## src/rtl/lsu_pkg.sv

```systemverilog
// Shared definitions for the load/store unit: funct3 codes, FSM states and lane helpers.
// Lane helpers assume a 32-bit data word split into four byte lanes.
package lsu_pkg;

   localparam logic [2:0] F3_B  = 3'b000;
   localparam logic [2:0] F3_H  = 3'b001;
   localparam logic [2:0] F3_W  = 3'b010;
   localparam logic [2:0] F3_BU = 3'b100;
   localparam logic [2:0] F3_HU = 3'b101;

   typedef enum logic [2:0] {
      StIdle,
      StRdReq,
      StRdWait,
      StRmwReq,
      StRmwWait,
      StWrReq
   } lsu_state_e;

   function automatic logic is_reserved(input logic we, input logic [2:0] funct3);
      if (we) begin
         return funct3[2] || (funct3[1:0] == 2'b11);
      end
      return (funct3 == 3'b011) || (funct3 == 3'b110) || (funct3 == 3'b111);
   endfunction

   function automatic logic is_misaligned(input logic [2:0] funct3, input logic [1:0] off);
      case (funct3[1:0])
         2'b01:   return off[0];
         2'b10:   return |off;
         default: return 1'b0;
      endcase
   endfunction

   // Pull the addressed lane down to bit 0 and extend according to funct3.
   function automatic logic [31:0] lane_extend(input logic [31:0] word,
                                               input logic [2:0]  funct3,
                                               input logic [1:0]  off);
      logic [31:0] sh;
      sh = word >> {off, 3'b000};
      case (funct3)
         F3_B:    return {{24{sh[7]}}, sh[7:0]};
         F3_H:    return {{16{sh[15]}}, sh[15:0]};
         F3_BU:   return {24'h000000, sh[7:0]};
         F3_HU:   return {16'h0000, sh[15:0]};
         default: return word;
      endcase
   endfunction

   function automatic logic [31:0] lane_merge(input logic [31:0] word,
                                              input logic [31:0] data,
                                              input logic [2:0]  funct3,
                                              input logic [1:0]  off);
      logic [31:0] mask;
      case (funct3[1:0])
         2'b00:   mask = 32'h0000_00ff;
         2'b01:   mask = 32'h0000_ffff;
         default: mask = 32'hffff_ffff;
      endcase
      mask = mask << {off, 3'b000};
      return (word & ~mask) | ((data << {off, 3'b000}) & mask);
   endfunction

   function automatic logic [31:0] lane_replicate(input logic [31:0] data,
                                                  input logic [2:0]  funct3);
      case (funct3[1:0])
         2'b00:   return {4{data[7:0]}};
         2'b01:   return {2{data[15:0]}};
         default: return data;
      endcase
   endfunction

   function automatic logic [3:0] lane_strobe(input logic [2:0] funct3, input logic [1:0] off);
      case (funct3[1:0])
         2'b00:   return 4'b0001 << off;
         2'b01:   return 4'b0011 << {off[1], 1'b0};
         default: return 4'b1111;
      endcase
   endfunction

endpackage

```

## src/rtl/lsu_lane_align.sv

```systemverilog
// Combinational lane logic: load extraction/extension and store lane positioning.
// With LSU_BYTE_STROBE_EN the store path replicates data and produces byte enables.
module lsu_lane_align
   import lsu_pkg::*;
(
   input  logic [2:0]  funct3_i,
   input  logic [1:0]  off_i,
   input  logic [31:0] rword_i,
   input  logic [31:0] sdata_i,
   output logic [31:0] load_o,
   output logic [31:0] store_o
`ifdef LSU_BYTE_STROBE_EN
   ,
   output logic [3:0]  be_o
`endif
);

   assign load_o = lane_extend(rword_i, funct3_i, off_i);

`ifdef LSU_BYTE_STROBE_EN
   assign store_o = lane_replicate(sdata_i, funct3_i);
   assign be_o    = lane_strobe(funct3_i, off_i);
`else
   assign store_o = lane_merge(rword_i, sdata_i, funct3_i, off_i);
`endif

endmodule

```

## src/rtl/lsu_dmem_master.sv

```systemverilog
// MEM-stage load/store initiator driving a word-addressed data-memory port, one access at a time.
// LSU_BYTE_STROBE_EN adds dmem_be and replaces the sub-word read-modify-write with a strobed write.
module lsu_dmem_master
   import lsu_pkg::*;
#(
   parameter int unsigned MEM_AW = 10,
   parameter int unsigned XLEN   = 32
) (
   input  logic              clk,
   input  logic              rst,
   input  logic              lsu_valid,
   output logic              lsu_ready,
   input  logic              lsu_we,
   input  logic [2:0]        lsu_funct3,
   input  logic [XLEN-1:0]   lsu_addr,
   input  logic [XLEN-1:0]   lsu_wdata,
   output logic              lsu_busy,
   output logic              lsu_rvalid,
   output logic [XLEN-1:0]   lsu_rdata,
   output logic              lsu_done,
   output logic              lsu_misalign,
   output logic              lsu_illegal,
   output logic              dmem_req,
   output logic              dmem_we,
   output logic [MEM_AW-1:0] dmem_addr,
   output logic [XLEN-1:0]   dmem_wdata,
`ifdef LSU_BYTE_STROBE_EN
   output logic [3:0]        dmem_be,
`endif
   input  logic              dmem_gnt,
   input  logic              dmem_rvalid,
   input  logic [XLEN-1:0]   dmem_rdata
);

   lsu_state_e        state_q, state_d;
   logic [2:0]        funct3_q, funct3_d;
   logic [1:0]        off_q, off_d;
   logic [MEM_AW-1:0] waddr_q, waddr_d;
   logic [XLEN-1:0]   wdata_q, wdata_d;
   logic [XLEN-1:0]   rdata_q, rdata_d;
   logic              rvalid_q, rvalid_d;
   logic              done_q, done_d;
   logic              misalign_q, misalign_d;
   logic              illegal_q, illegal_d;

   logic              idle;
   logic              accept;
   logic [2:0]        la_funct3;
   logic [1:0]        la_off;
   logic [XLEN-1:0]   la_sdata;
   logic [XLEN-1:0]   la_load;
   logic [XLEN-1:0]   la_store;
   logic              unused_addr;

   assign idle        = (state_q == StIdle);
   assign accept      = lsu_valid && lsu_ready;
   assign unused_addr = ^lsu_addr[XLEN-1:MEM_AW+2];

   // In IDLE the lane logic sees the incoming request; otherwise the captured one.
   assign la_funct3 = idle ? lsu_funct3     : funct3_q;
   assign la_off    = idle ? lsu_addr[1:0]  : off_q;
   assign la_sdata  = idle ? lsu_wdata      : wdata_q;

`ifdef LSU_BYTE_STROBE_EN
   logic [3:0] be_q, be_d;
   logic [3:0] la_be;

   lsu_lane_align u_lane_align (
      .funct3_i (la_funct3),
      .off_i    (la_off),
      .rword_i  (dmem_rdata),
      .sdata_i  (la_sdata),
      .load_o   (la_load),
      .store_o  (la_store),
      .be_o     (la_be)
   );

   assign dmem_be = be_q;
`else
   lsu_lane_align u_lane_align (
      .funct3_i (la_funct3),
      .off_i    (la_off),
      .rword_i  (dmem_rdata),
      .sdata_i  (la_sdata),
      .load_o   (la_load),
      .store_o  (la_store)
   );
`endif

   always_comb begin
      state_d    = state_q;
      funct3_d   = funct3_q;
      off_d      = off_q;
      waddr_d    = waddr_q;
      wdata_d    = wdata_q;
      rdata_d    = rdata_q;
      rvalid_d   = 1'b0;
      done_d     = 1'b0;
      misalign_d = 1'b0;
      illegal_d  = 1'b0;
      dmem_req   = 1'b0;
      dmem_we    = 1'b0;
`ifdef LSU_BYTE_STROBE_EN
      be_d       = be_q;
`endif

      case (state_q)
         StIdle: begin
            if (accept) begin
               if (is_reserved(lsu_we, lsu_funct3)) begin
                  illegal_d = 1'b1;
               end else if (is_misaligned(lsu_funct3, lsu_addr[1:0])) begin
                  misalign_d = 1'b1;
               end else begin
                  funct3_d = lsu_funct3;
                  off_d    = lsu_addr[1:0];
                  waddr_d  = lsu_addr[MEM_AW+1:2];
                  wdata_d  = lsu_wdata;
`ifdef LSU_BYTE_STROBE_EN
                  be_d     = lsu_we ? la_be : 4'b1111;
                  if (!lsu_we) begin
                     state_d = StRdReq;
                  end else begin
                     wdata_d = la_store;
                     state_d = StWrReq;
                  end
`else
                  if (!lsu_we) begin
                     state_d = StRdReq;
                  end else if (lsu_funct3[1:0] == 2'b10) begin
                     state_d = StWrReq;
                  end else begin
                     state_d = StRmwReq;
                  end
`endif
               end
            end
         end
         StRdReq: begin
            dmem_req = 1'b1;
            if (dmem_gnt) state_d = StRdWait;
         end
         StRdWait: begin
            if (dmem_rvalid) begin
               rdata_d  = la_load;
               rvalid_d = 1'b1;
               state_d  = StIdle;
            end
         end
`ifndef LSU_BYTE_STROBE_EN
         StRmwReq: begin
            dmem_req = 1'b1;
            if (dmem_gnt) state_d = StRmwWait;
         end
         StRmwWait: begin
            if (dmem_rvalid) begin
               wdata_d = la_store;
               state_d = StWrReq;
            end
         end
`endif
         StWrReq: begin
            dmem_req = 1'b1;
            dmem_we  = 1'b1;
            if (dmem_gnt) begin
               done_d  = 1'b1;
               state_d = StIdle;
            end
         end
         default: state_d = StIdle;
      endcase
   end

   always_ff @(posedge clk) begin
      if (rst) begin
         state_q    <= StIdle;
         funct3_q   <= 3'b000;
         off_q      <= 2'b00;
         waddr_q    <= '0;
         wdata_q    <= '0;
         rdata_q    <= '0;
         rvalid_q   <= 1'b0;
         done_q     <= 1'b0;
         misalign_q <= 1'b0;
         illegal_q  <= 1'b0;
`ifdef LSU_BYTE_STROBE_EN
         be_q       <= 4'b0000;
`endif
      end else begin
         state_q    <= state_d;
         funct3_q   <= funct3_d;
         off_q      <= off_d;
         waddr_q    <= waddr_d;
         wdata_q    <= wdata_d;
         rdata_q    <= rdata_d;
         rvalid_q   <= rvalid_d;
         done_q     <= done_d;
         misalign_q <= misalign_d;
         illegal_q  <= illegal_d;
`ifdef LSU_BYTE_STROBE_EN
         be_q       <= be_d;
`endif
      end
   end

   assign lsu_ready    = idle && !rst;
   assign lsu_busy     = !idle;
   assign lsu_rvalid   = rvalid_q;
   assign lsu_rdata    = rdata_q;
   assign lsu_done     = done_q;
   assign lsu_misalign = misalign_q;
   assign lsu_illegal  = illegal_q;
   assign dmem_addr    = waddr_q;
   assign dmem_wdata   = wdata_q;

endmodule
```

## config.mk

```make
export PLATFORM = sky130hd
export DESIGN_NAME = lsu_dmem_master
export DESIGN_NICKNAME = d
export VERILOG_FILES = /design/src/rtl/lsu_pkg.sv /design/src/rtl/lsu_lane_align.sv /design/src/rtl/lsu_dmem_master.sv
export SDC_FILE = /design/constraint.sdc
export NUM_CORES = 1
export LEC_CHECK = 0
export ABC_CLOCK_PERIOD_IN_PS = 3630
export CAP_MARGIN = 10
export CORE_AREA = 2 2 113 115
export DETAILED_ROUTE_END_ITERATION = 6
export DIE_AREA = 0 0 115 117
export PLACE_DENSITY_LB_ADDON = 0.15
export SLEW_MARGIN = 20
export SYNTH_ARGS = -nofsm -noshare
export SYNTH_HDL_FRONTEND = slang
export SYNTH_SLANG_ARGS = --single-unit
```

## constraint.sdc

```tcl
create_clock -name clk -period 3.63 [get_ports clk]
set_clock_uncertainty 0.15 [all_clocks]
set_input_delay 0.726 -clock clk [delete_from_list [all_inputs] [get_ports clk]]
set_output_delay 0.726 -clock clk [all_outputs]
set_load 0.005 [all_outputs]
```

==> flow_metrics.py, run 1 <==
metrics = {
    "cts": {
        "cts-hold-fix-buffers": 0,
        "inserted_clock_buffers": 9,
        "clock_tree.root_cell": "clkbuf_16",
        "number_of_buffers_added_for_setup_after_cts": 0,
        "post_cts.resized_instances": 0,
        "cts.path.max_buffers": 2,
        "cts_tree": "yes",
        "worst_setup_hold_path_clk_slew_ps": 60,
        "clock_tree.htree_level_count": 3,
        "clock_sink_count": 86,
        "insertion_delay_ps": 350,
    },
    "setup_path": {
        "worstSetupStartpointType": "primary input",
        "critPathRequiredTime_ps": 3740,
        "cp_num_cells": 9,
        "cp_data_arrival_time_ps": 3230,
        "rr_startpoint": "state_q[0]$_SDFFE_PP0P_",
        "path_delay_family": "simple AND/OR/NAND/NOR gates",
        "worst_r2r_path_depth": 7,
        "timing.critical_path.cells": "clkdlybuf4s50_1 > inv_1 > ha_1 > o21a_1 > or4_1 > a2bb2oi_2 > buf_12 > or3_1 > o32ai_1",
        "critPathMaxFanout": 38,
        "r2r_end": "dmem_wdata[22]$_SDFFE_PP0P_",
        "crit_path_start": "lsu_funct3[0]",
        "crit_path_end_kind": "register",
        "regToRegSetupSlack_ps": 620,
        "path_class": "in2reg",
        "highest_cell_delay_on_the_worst_timing_path_ps": 640,
        "timing.critical_path.to": "dmem_wdata[22]$_SDFFE_PP0P_",
        "cp.buffers_inverters": 3,
        "critical_path.slowest_cell": "or4_1",
    },
    "synth": {
        "synth_async_sr_flop_share_pct": 0,
        "yosys_warnings": 0,
        "syn-cell-area_um2": 5640,
        "post_synth.cell_area_avg_um2": 8.14,
        "dominantRegCellSynth": "dfxtp_1",
        "synth-seq-cells": 86,
        "syn_inst": 693,
        "yosysUniqueCellTypes": 59,
        "synth_nets": 802,
        "yosysSeqAreaShare_pct": 30.5,
        "synth_edf_count": 0,
    },
    "power": {
        "p_leak_nw": 2.74,
        "max_ir_drop_vdd_uv": 205,
        "p_per_area_nw_per_um2": 365,
    },
    "sta": {
        "setup-tns-final_ps": 0,
        "finalSetupViolCount": 0,
        "timing.max_slew.rel_slack_pct": 33.9,
        "post-route-period-util_pct": 86.0,
        "final-max-slew-violation-count": 0,
        "grt_setup_unrepaired": "no",
        "timing.final.hold_violations": 0,
        "transition_time_at_the_pin_with_the_least_slew_margin_ps": 991,
        "fin_hold_ws_ps": 316,
        "finalWorstPathRequiredPeriod_ps": 3120,
        "maximum_operating_frequency_mhz": 320,
    },
    "run": {
        "max-cap-violations": 0,
    },
    "floorplanning": {
        "placeableCoreArea_um2": 12300,
        "fp-row-count": 41,
        "chipWidth_um": 115,
        "floorplan.io_pins": 187,
        "die_area_um2": 13500,
        "initial_utilization_pct": 45.8,
        "floorplan.die.height_um": 117,
    },
    "global_routing": {
        "grt_pass1_vias": 5773,
        "use_met3_pct": 5.05,
        "global_route_wire_length_before_repair_um": 31300,
        "grt_remaining_overflow": 0,
        "grt_most_used_layer": "met2",
        "grtUsageTotal_pct": 29.8,
        "grt_util_met1_pct": 42.6,
        "antenna_found_initial": 0,
        "grt_max_degree": 99,
        "m2_gr_usage_pct": 45.5,
    },
    "route": {
        "vias_per_cell": 6.21,
        "vias": 6133,
        "1st_pass_router_iterations": 5,
        "drt_drc_violations_left": 0,
        "routed_wirelength_um": 20100,
        "drt-wirelength-per-cell_um": 20.4,
        "detail-route-antenna-nets": 0,
        "detailedRoute.firstIterationViolations": 633,
    },
    "layout": {
        "antennaDiodeCount": 0,
        "multi_input_area_um2": 3630,
        "syn2layout_area_growth_pct": 37.6,
        "layout.nets": 942,
        "drive_gt1_share_pct": 9.43,
        "regArea_um2": 1720,
        "n_fill_cell": 1131,
    },
    "place": {
        "place_congestion": 0.882,
        "place.port_buffers": 166,
        "hpwlAfterDp_um": 14500,
    },
    "hold_path": {
        "worst_hold_startpoint": "lsu_rdata[0]$_SDFFE_PP0P_",
        "hold_path_class": "reg2reg",
    },
    "run_status": {
        "outcome": "finished, final reports clean",
    },
}
==> power breakdown <==
part / total, mW / switching (mW) / internal [mW]
logic: 0.825 / 0.439 / 0.386
clock network: 0.976 / 0.407 / 0.570
registers: 1.04 / 0.0458 / 0.990
==> synth_stat cells (2+ instances only) <==
library cell | instances | share of area (%)
or3_1 | 3 | 0.33
buf_2 | 26 | 2.3
nor2_1 | 74 | 4.9
o41ai_1 | 15 | 2.3
and3_1 | 2 | 0.22
o21a_1 | 16 | 2.1
o311ai_0 | 8 | 1.2
mux2_2 | 16 | 3.2
o221ai_1 | 13 | 2.0
or4b_1 | 2 | 0.35
o22ai_1 | 8 | 0.89
a211oi_1 | 24 | 3.2
o211ai_1 | 2 | 0.27
a21oi_1 | 59 | 5.2
buf_1 | 5 | 0.33
nand4_1 | 2 | 0.22
nand3b_1 | 16 | 2.1
o21ai_0 | 36 | 3.2
a221o_1 | 5 | 0.89
clkbuf_1 | 33 | 2.2
o31ai_1 | 3 | 0.40
nand3_1 | 4 | 0.35
a311oi_1 | 20 | 3.1
nand2b_1 | 21 | 2.3
nand2_1 | 44 | 2.9
and2_1 | 3 | 0.33
o32ai_1 | 2 | 0.31
o32a_1 | 2 | 0.35
nor2b_1 | 8 | 0.89
mux2i_1 | 66 | 12
ha_1 | 4 | 0.89
dfxtp_1 | 86 | 31
a22o_1 | 2 | 0.31
mux4_2 | 2 | 0.80
inv_1 | 8 | 0.53
a21o_1 | 2 | 0.27
nor3_1 | 29 | 2.6
==> flip-flops by register name (all words and copies together), names as in the netlist, 2 cells and up, named ones only <==
name,flops
lsu_rdata,32
dmem_addr,10
off_q,2
funct3_q,3
dmem_wdata,24
state_q,3
==> cells by family after synthesis <==
logic type	share of synthesized area (%)
AO/OA/AOI/OAI	27.8
multiplexers	15.9
AND/OR/NAND/NOR	19.3
flip-flops	30.5
adder cells (fa/ha/maj)	0.887
buffers and inverters	5.52
==> worst min path at each step <==
stage	endpoint	cells past startpoint
finish	lsu_rdata[0]$_SDFFE_PP0P_	2
global route	lsu_rdata[4]$_SDFFE_PP0P_	2
CTS	lsu_rdata[0]$_SDFFE_PP0P_	2
detailed placement	lsu_rdata[1]$_SDFFE_PP0P_	2
global placement	lsu_rdata[0]$_SDFFE_PP0P_	2
floorplan	lsu_rdata[0]$_SDFFE_PP0P_	2
==> worst register-to-register path, delay by kind of cell, from the launching register on <==
family	cells	cell delay (ps)
AND/OR/NAND/NOR	3	1600
flip-flops	1	470
buffers and inverters	2	340
AO/OA/AOI/OAI	2	350
==> stage by stage <==
| stage | utilization (%) | power, mW | setup WS (ps) | std cells | area (um2) |
|---|---|---|---|---|---|
| finish | 63.0 | 2.84 | 510 | 988 | 7760 |
| global route | 63.0 | 2.95 | 404 | 988 | 7760 |
| CTS | 63.0 | 2.83 | 543 | 988 | 7760 |
| detailed placement | 60.5 | 1.86 | 180 | 972 | 7450 |
| global placement | 60.5 | 1.84 | 227 | 972 | 7450 |
| floorplan | - | 1.50 | 599 | 693 | 5640 |
==> placed cells by master, fill, tap and decap left out, drive strengths merged, types with 3 or more instances in the layout <==
| master | count |
|---|---|
| clkdlybuf4s50 | 165 |
| dfxtp | 86 |
| nor2 | 75 |
| mux2i | 67 |
| a21oi | 60 |
| nand2 | 44 |
| o21ai | 38 |
| nor3 | 30 |
| buf | 29 |
| a211oi | 25 |
| nand2b | 21 |
| a311oi | 20 |
| mux2 | 16 |
| o21a | 16 |
| nand3b | 16 |
| o41ai | 15 |
| o221ai | 13 |
| clkbuf | 11 |
| inv | 9 |
| nor2b | 8 |
| o22ai | 8 |
| o311ai | 8 |
| a221o | 5 |
| nand3 | 4 |
| ha | 4 |
| o31ai | 3 |
| or3 | 3 |
| and2 | 3 |
| clkinvlp | 3 |
| or4b | 3 |
| o211ai | 3 |
==> routing by layer <==
metal / vias to the layer above / routed length (um)
met5: - / 0
met4: 0 / 401
met3: 25 / 1910
met2: 357 / 8840
met1: 2870 / 8960
li1: 2881 / -
==> layout make-up <==
type / instances / area share, %
inverters: 9 / 0.435
flip-flops and latches: 86 / 22.2
repair buffers: 194 / 24.2
clock buffers: 11 / 3.26
clock inverters: 5 / 0.741
multi-input cells: 533 / 46.8
well taps: 150 / 2.42
No activity file was read; power rests on OpenSTA's default activity.
==> run 2: changes to the inputs <==
- CORE_AREA: 2 2 113 115 -> 2 2 145 90
- DIE_AREA: 0 0 115 117 -> 0 0 147 92
==> run 2 against run 1 <==
Power is 2.0% higher; clock power is 5% higher; core utilization hardly changed; combinational power is 2% higher; critical path type unchanged.
==> flow_metrics.py, run 2 (same netlist as run 1, synthesis figures left out) <==
metrics = {
    "setup_path": {
        "path_class": "in2reg",
        "timing.critical_path.to": "dmem_wdata[22]$_SDFFE_PP0P_",
        "cp_data_arrival_time_ps": 3260,
        "rr_startpoint": "state_q[2]$_SDFFE_PP0P_",
        "critPathMaxFanout": 38,
        "critical_path.slowest_cell": "or4_1",
        "worst_r2r_path_depth": 6,
        "crit_path_end_kind": "register",
        "highest_cell_delay_on_the_worst_timing_path_ps": 760,
        "crit_path_start": "lsu_funct3[0]",
        "regToRegSetupSlack_ps": 850,
        "worstSetupStartpointType": "primary input",
        "timing.critical_path.cells": "clkdlybuf4s50_1 > buf_4 > ha_1 > or4_1 > a2bb2oi_2 > buf_12 > or3_1 > o32ai_1",
        "critPathRequiredTime_ps": 3730,
    },
    "place": {
        "place_ws_ps": 41.6,
        "place.port_buffers": 166,
        "hpwlAfterDp_um": 15900,
        "place_congestion": 1.04,
    },
    "route": {
        "detail-route-antenna-nets": 0,
        "detailedRoute.firstIterationViolations": 824,
        "vias_per_cell": 6.28,
        "vias": 6345,
        "routed_wirelength_um": 21700,
        "drt-wirelength-per-cell_um": 21.5,
        "1st_pass_router_iterations": 5,
        "drt_drc_violations_left": 0,
    },
    "layout": {
        "drive_gt1_share_pct": 9.75,
        "n_fill_cell": 1089,
        "layout.nets": 945,
        "leading_cell_type_in_the_layout_fill_and_taps_excluded": "clkdlybuf4s50_1",
        "syn2layout_area_growth_pct": 38.7,
        "largest_register_ff_count": 32,
        "regArea_um2": 1720,
        "finalCoreUtilization_pct": 63.0,
        "multi_input_area_um2": 3630,
        "layout_common_cells": "clkdlybuf4s50_1, dfxtp_1, nor2_1, mux2i_1, a21oi_1",
        "antennaDiodeCount": 0,
    },
    "run": {
        "max-cap-violations": 0,
    },
    "power": {
        "p_leak_nw": 2.78,
        "max_ir_drop_vdd_uv": 219,
        "report.power.total_mw": 2.89,
        "p_per_area_nw_per_um2": 370,
    },
    "cts": {
        "cts-hold-fix-buffers": 0,
        "clock_tree.root_cell": "clkbuf_16",
        "clock_tree.htree_level_count": 3,
        "inserted_clock_buffers": 9,
        "cts_tree": "yes",
        "insertion_delay_ps": 340,
        "worst_setup_hold_path_clk_slew_ps": 60,
        "cts.path.max_buffers": 2,
        "post_cts.resized_instances": 0,
        "number_of_buffers_added_for_setup_after_cts": 0,
        "clock_sink_count": 86,
    },
    "sta": {
        "maximum_operating_frequency_mhz": 316,
        "finalWorstPathRequiredPeriod_ps": 3160,
        "timing.final.hold_violations": 0,
        "post-route-period-util_pct": 87.1,
        "finalSetupViolCount": 0,
        "final-max-slew-violation-count": 0,
        "setup-tns-final_ps": 0,
        "fin_hold_ws_ps": 322,
        "grt_setup_unrepaired": "no",
        "timing.max_slew.rel_slack_pct": 50.2,
        "transition_time_at_the_pin_with_the_least_slew_margin_ps": 747,
        "setup_slack_ps": 468,
    },
    "global_routing": {
        "grt_most_used_layer": "met2",
        "global_route_wire_length_before_repair_um": 34400,
        "antenna_found_initial": 0,
        "m2_gr_usage_pct": 50.3,
        "grt_max_degree": 63,
        "grt_util_met1_pct": 46.0,
        "grt_remaining_overflow": 0,
        "use_met3_pct": 7.76,
        "grtUsageTotal_pct": 32.5,
        "grt_pass1_vias": 6132,
    },
    "run_status": {
        "outcome": "finished, final reports clean",
    },
    "floorplanning": {
        "initial_utilization_pct": 45.5,
        "floorplan.io_pins": 187,
        "fp-row-count": 32,
        "floorplan.die.height_um": 92,
        "placeableCoreArea_um2": 12400,
        "chipWidth_um": 147,
        "die_area_um2": 13500,
    },
    "hold_path": {
        "hold_path_class": "reg2reg",
        "hold_path_depth": 2,
    },
}
==> run 2: cell types whose count changed in the layout (fill, tap and decap cells not counted) <==
cell and change:
buf_4 +3, inv_6 +1, clkinv_2 +2, clkbuf_8 -1
bufinv_16 +1, clkinvlp_4 -3
==> run 2: how the worst min path moves through the flow <==
stage | startpoint | to
3_3_place_gp | lsu_rdata[1]$_SDFFE_PP0P_ | lsu_rdata[1]$_SDFFE_PP0P_
4_1_cts | lsu_rdata[0]$_SDFFE_PP0P_ | lsu_rdata[0]$_SDFFE_PP0P_
2_1_floorplan | lsu_rdata[0]$_SDFFE_PP0P_ | lsu_rdata[0]$_SDFFE_PP0P_
3_5_place_dp | lsu_rdata[0]$_SDFFE_PP0P_ | lsu_rdata[0]$_SDFFE_PP0P_
5_1_grt | lsu_rdata[2]$_SDFFE_PP0P_ | lsu_rdata[2]$_SDFFE_PP0P_
6_report | lsu_rdata[2]$_SDFFE_PP0P_ | lsu_rdata[2]$_SDFFE_PP0P_
==> run 2: stage by stage <==
stage	instances	cell area, um2
after floorplan	693	5640
after global placement	995	7500
after detailed placement	995	7500
after CTS	1011	7820
after global routing	1011	7820
final	1011	7820
==> run 2: power breakdown <==
group / switching (mW) / internal (mW) / total [mW]
logic: 0.455 / 0.386 / 0.841
clock network: 0.397 / 0.621 / 1.02
registers: 0.0443 / 0.990 / 1.03
==> run 2: cell type report <==
class,count,area share (%)
clock buffers,10,3.06
clock inverters,6,1.07
inverters,9,0.432
multi-input cells,533,46.4
flip-flops and latches,86,22.0
well taps,170,2.72
repair buffers,197,24.3
==> run 2: critical path, delay by kind of cell <==
kind | cells | cell delay (ps)
and+or+nand+nor | 2 | 1120
AOI/OAI and AO/OA | 2 | 360
adders and majority gates | 1 | 220
buffers and inverters | 3 | 820
==> run 2: per-layer routing <==
metal | wire [um] | share of wire (%)
met2 | 9510 | 44
met5 | 0 | 0
met1 | 9530 | 44
met3 | 2410 | 11
met4 | 293 | 1.3
